<file path="src/rtl/hdmi_pkg.sv">
// rtl/hdmi_pkg.sv - shared TMDS constants: control tokens and disparity counter width
package hdmi_pkg;

    localparam int CNT_W_DEF = 5;

    localparam logic [9:0] CTRL_TOKEN_00 = 10'b1101010100;
    localparam logic [9:0] CTRL_TOKEN_01 = 10'b0010101011;
    localparam logic [9:0] CTRL_TOKEN_10 = 10'b0101010100;
    localparam logic [9:0] CTRL_TOKEN_11 = 10'b1010101011;

    function automatic logic [9:0] ctrl_token(input logic c1, input logic c0);
        logic [9:0] tok;
        case ({c1, c0})
            2'b00:   tok = CTRL_TOKEN_00;
            2'b01:   tok = CTRL_TOKEN_01;
            2'b10:   tok = CTRL_TOKEN_10;
            default: tok = CTRL_TOKEN_11;
        endcase
        return tok;
    endfunction

endpackage

</file>
<file path="src/rtl/popcnt8.sv">
// rtl/popcnt8.sv - combinational population count of an 8-bit word
module popcnt8 (
    input  logic [7:0] data_i,
    output logic [3:0] count_o
);

    always_comb begin
        count_o = '0;
        for (int i = 0; i < 8; i++) begin
            count_o = count_o + {3'b000, data_i[i]};
        end
    end

endmodule

</file>
<file path="src/rtl/tmds_encode.sv">
// rtl/tmds_encode.sv - three-stage TMDS 8b/10b encoder for one colour channel
module tmds_encode
    import hdmi_pkg::*;
#(
    parameter int CNT_W = CNT_W_DEF
) (
    input  logic       vga_clk,
    input  logic       sys_rst_n,
    input  logic [7:0] data_in,
    input  logic       c0,
    input  logic       c1,
    input  logic       de,
    output logic [9:0] data_out
);

    logic [7:0] d1_q;
    logic       de1_q, c0_1_q, c1_1_q;
    logic [3:0] n1d_d, n1d_q;

    logic [8:0] qm_d, qm_q;
    logic [3:0] n1q_d, n1q_q, n0q_q;
    logic       de2_q, c0_2_q, c1_2_q;
    logic       use_xnor;

    logic signed [CNT_W-1:0] cnt_d, cnt_q;
    logic signed [CNT_W-1:0] diff, two_qm8, two_nqm8;
    logic [9:0]              dout_d;

    popcnt8 u_popcnt_d (.data_i(data_in),    .count_o(n1d_d));
    popcnt8 u_popcnt_q (.data_i(qm_d[7:0]), .count_o(n1q_d));

    // XNOR chain flips every link, so it is the XOR chain with use_xnor folded in
    always_comb begin
        use_xnor = (n1d_q > 4'd4) || ((n1d_q == 4'd4) && !d1_q[0]);
        qm_d     = '0;
        qm_d[0]  = d1_q[0];
        for (int i = 1; i < 8; i++) begin
            qm_d[i] = qm_d[i-1] ^ d1_q[i] ^ use_xnor;
        end
        qm_d[8] = ~use_xnor;
    end

    assign diff     = $signed({{(CNT_W-4){1'b0}}, n1q_q}) - $signed({{(CNT_W-4){1'b0}}, n0q_q});
    assign two_qm8  = qm_q[8] ? CNT_W'(2) : '0;
    assign two_nqm8 = qm_q[8] ? '0 : CNT_W'(2);

    // cnt is nonzero in the second data branch, so a clear sign bit means cnt > 0
    always_comb begin
        dout_d = ctrl_token(c1_2_q, c0_2_q);
        cnt_d  = '0;
        if (de2_q) begin
            if ((cnt_q == '0) || (n1q_q == n0q_q)) begin
                dout_d = {~qm_q[8], qm_q[8], qm_q[8] ? qm_q[7:0] : ~qm_q[7:0]};
                cnt_d  = qm_q[8] ? (cnt_q + diff) : (cnt_q - diff);
            end else if ((!cnt_q[CNT_W-1] && (n1q_q > n0q_q)) ||
                         ( cnt_q[CNT_W-1] && (n0q_q > n1q_q))) begin
                dout_d = {1'b1, qm_q[8], ~qm_q[7:0]};
                cnt_d  = cnt_q + two_qm8 - diff;
            end else begin
                dout_d = {1'b0, qm_q[8], qm_q[7:0]};
                cnt_d  = cnt_q - two_nqm8 + diff;
            end
        end
    end

    always_ff @(posedge vga_clk or negedge sys_rst_n) begin
        if (!sys_rst_n) begin
            d1_q     <= '0;
            de1_q    <= 1'b0;
            c0_1_q   <= 1'b0;
            c1_1_q   <= 1'b0;
            n1d_q    <= '0;
            qm_q     <= '0;
            n1q_q    <= '0;
            n0q_q    <= '0;
            de2_q    <= 1'b0;
            c0_2_q   <= 1'b0;
            c1_2_q   <= 1'b0;
            cnt_q    <= '0;
            data_out <= '0;
        end else begin
            d1_q     <= data_in;
            de1_q    <= de;
            c0_1_q   <= c0;
            c1_1_q   <= c1;
            n1d_q    <= n1d_d;
            qm_q     <= qm_d;
            n1q_q    <= n1q_d;
            n0q_q    <= 4'd8 - n1q_d;
            de2_q    <= de1_q;
            c0_2_q   <= c0_1_q;
            c1_2_q   <= c1_1_q;
            cnt_q    <= cnt_d;
            data_out <= dout_d;
        end
    end

endmodule
</file>
<file path="config.mk">
export PLATFORM = sky130hd
export DESIGN_NAME = tmds_encode
export DESIGN_NICKNAME = d
export VERILOG_FILES = /design/src/rtl/hdmi_pkg.sv /design/src/rtl/popcnt8.sv /design/src/rtl/tmds_encode.sv
export SDC_FILE = /design/constraint.sdc
export NUM_CORES = 1
export LEC_CHECK = 0
export ABC_AREA = 1
export CORE_UTILIZATION = 63
export DETAILED_ROUTE_END_ITERATION = 10
export HOLD_SLACK_MARGIN = 0.06
export MAX_ROUTING_LAYER = met4
export PLACE_DENSITY_LB_ADDON = 0.08
export SLEW_MARGIN = 5
export SYNTH_ARGS = -nofsm -noshare
export SYNTH_HDL_FRONTEND = slang
export SYNTH_SLANG_ARGS = --single-unit
</file>
<file path="constraint.sdc">
create_clock -name vga_clk -period 9.85 [get_ports vga_clk]
set_input_delay 2.4625 -clock vga_clk [delete_from_list [all_inputs] [get_ports vga_clk]]
set_output_delay 2.4625 -clock vga_clk [all_outputs]
set_load 0.02 [all_outputs]
</file>
==> out/qor.csv <==
metric;value;unit
Post-Syn Nets;362;
worst skew pair latency;0.30;ns
final worst setup slack;4.93;ns
die height;69.7;um
CP Max Fanout;2;
crit-path cells;clkdlybuf4s50_1, ha_1, inv_1, fa_1, fa_1, inv_1, fa_1, inv_1, fa_1, inv_1;
GRT Overall Usage;23.0;%
number of setup violations in the final report;0;
Post-route DRC;0;
number of primary I/O pins;23;
Netlist cell types;27;
CTS max path bufs;2;
Clock Skew;0.0128;ns
Clk Tree Root Cell;clkbuf_8;
EDFF count, synth;0;
CTS tree;yes;
WL met3;180;um
final non-filler cell total;386;
Hold-fix buffers, CTS;0;
Top Metal Used;met4;
DP Worst Slack;4.61;ns
Port-buffer cells;22;
register area;1200;um^2
Hold Startpoint;c0_1_q;
final hold violation count;0;
CP max stage delay;0.50;ns
number of synthesized register bits;48;
Via density;5.09;
CTS HTree Levels;2;
cell type with the highest aggregate area in the netlist;dfrtp_1;
max-slew violation count;0;
detailed-route via count;1965;
effective utilization at floorplan;65.9;%
Critical Path AT;5.16;ns
DRT Pass-1 Iters;4;
fraction of layout cells with a size suffix above 1;7.19;%
Critical Path End Type;register;
crit-path leading delay family;adder cells;
Post-Syn Area;2890;um^2
DP HPWL;3.57;mm
RSZ-0062 raised after global routing;no;
Starting DRT DRC Count;69;
synth warn;0;
total core area;4380;um^2
post_cts resized;0;
antenna violations before repair;0;
first-pass GRT wire length;8.52;mm
CTS sink cnt;48;
synth cell count leaders;inv_1 (58), nand2_1 (57), dfrtp_1 (48);
CP startpoint;data_in[1];
final period utilization;49.9;%
row cnt;24;
kind of critical path;in -> reg;
Placed Cells incl. Taps;378;
leading register cell type out of synthesis;dfrtp_1;
number of global-route vias before repair;2012;
Avg Cell Area, Syn;9.41;um^2
Critical path buffers and inverters;5;
Critical R2R Launch;d1_q[0];
ys async rst share;100;%
die footprint;4860;um^2
area delta synth->final;13.5;%
worst-margin pin slew;1.00;ns
Max Cap Viol;0;
drt wl/cell;11.8;um
status;completed;
fmax;203;MHz
hold crit path type;reg -> reg;
Antenna Nets Post-Route;0;
Startpoint Class;input port;
top-count cell post-synth;inv_1;
Yosys top cell area share;41.6;%
routed wl met2;2.25;mm
area of the multi-input gates;1430;um^2
CP max-delay cell;fa_1;
Worst slew margin;33.3;%
FILL cells;330;
Post-CTS Setup Repair Bufs;0;
final WL;4.57;mm
Period minus WS final;4.92;ns
grt ovf;0;
# nets final;388;
Req. time, crit path;10.10;ns
Gate Count Post-Synth;307;
die width;69.7;um
Final Wtd Congestion;0.791;
CTS buffer count;5;
top cells by area, synth;dfrtp_1 (42%), ha_1 (13%), fa_1 (9.0%), inv_1 (7.5%), nand2_1 (7.4%);
Antenna diodes;0;
sequential fraction of the synthesis area;41.6;%
setup tns final;0;ns
largest net degree at the start of global routing;49;
WL met1;2.09;mm
Clock transition at path regs;0.09;ns
==> sequential cells by signal, indices dropped and copies added (netlist names), 3 cells and up <==
| signal | cells |
|---|---|
| n0q_q | 3 |
| cnt_q | 5 |
| data_out | 10 |
| n1q_q | 3 |
| qm_q | 9 |
| n1d_q | 4 |
| d1_q | 8 |
==> worst paths after layout <==
| check | cells after the start | slack (ns) | end |
|---|---|---|---|
| max in group asynchronous | 1 | 6.90 | cnt_q[4] |
| max reg2reg | 17 | 5.85 | n0q_q[2] |
| min | 0 | 0.35 | c0_2_q |
| min in group asynchronous | 1 | 2.32 | cnt_q[2] |
| max | 10 | 4.93 | n1d_q[1] |
| min reg2reg | 0 | 0.35 | c0_2_q |
==> cell usage in the layout (no fill, tap or decap), drive strengths merged <==
master / n
nand3: 26
dfrtp: 48
a21oi: 5
xor2: 7
fa: 13
clkdlybuf4s50: 21
or2: 2
xnor2: 12
buf: 1
bufinv: 2
clkbuf: 5
nand2: 62
inv: 61
a21o: 1
o21ai: 17
ha: 29
nor3: 2
nand3b: 3
nor2: 13
o211ai: 4
==> layout make-up <==
| type | instances | share of cell area [%] |
|---|---|---|
| Sequential cell | 48 | 36.7 |
| Clock inverter | 3 | 2.10 |
| Inverter | 60 | 6.95 |
| Clock buffer | 5 | 2.10 |
| Multi-Input combinational cell | 196 | 43.6 |
| Tap cell | 52 | 1.99 |
| Timing Repair Buffer | 22 | 6.57 |
==> through the flow <==
step | util (%) | instance area, um^2 | hold WS, ns
2_1_floorplan | - | 2890 | 0.331
3_3_place_gp | 71.6 | 3140 | 0.332
3_5_place_dp | 71.6 | 3140 | 0.336
4_1_cts | 74.7 | 3280 | 0.357
5_1_grt | 74.7 | 3280 | 0.370
6_report | 74.7 | 3280 | 0.354
==> routing by layer <==
layer,vias up,GRT usage [%]
met5,-,-
met4,0,8.00
met3,7,4.94
met2,29,38.2
met1,926,27.9
li1,1003,-
==> logic make-up after synthesis <==
| logic type | after synthesis | share of synthesized area [%] |
|---|---|---|
| adder cells (fa/ha/maj) | 42 | 21.6 |
| buffers and inverters | 63 | 8.88 |
| XOR/XNOR | 19 | 5.76 |
| flip-flops | 48 | 41.6 |
| AND/OR/NAND/NOR | 108 | 16.8 |
| AO/OA/AOI/OAI | 27 | 5.37 |
Power is not shown: default switching activity piles up to over one toggle a cycle in this logic, so the estimate is an artifact.
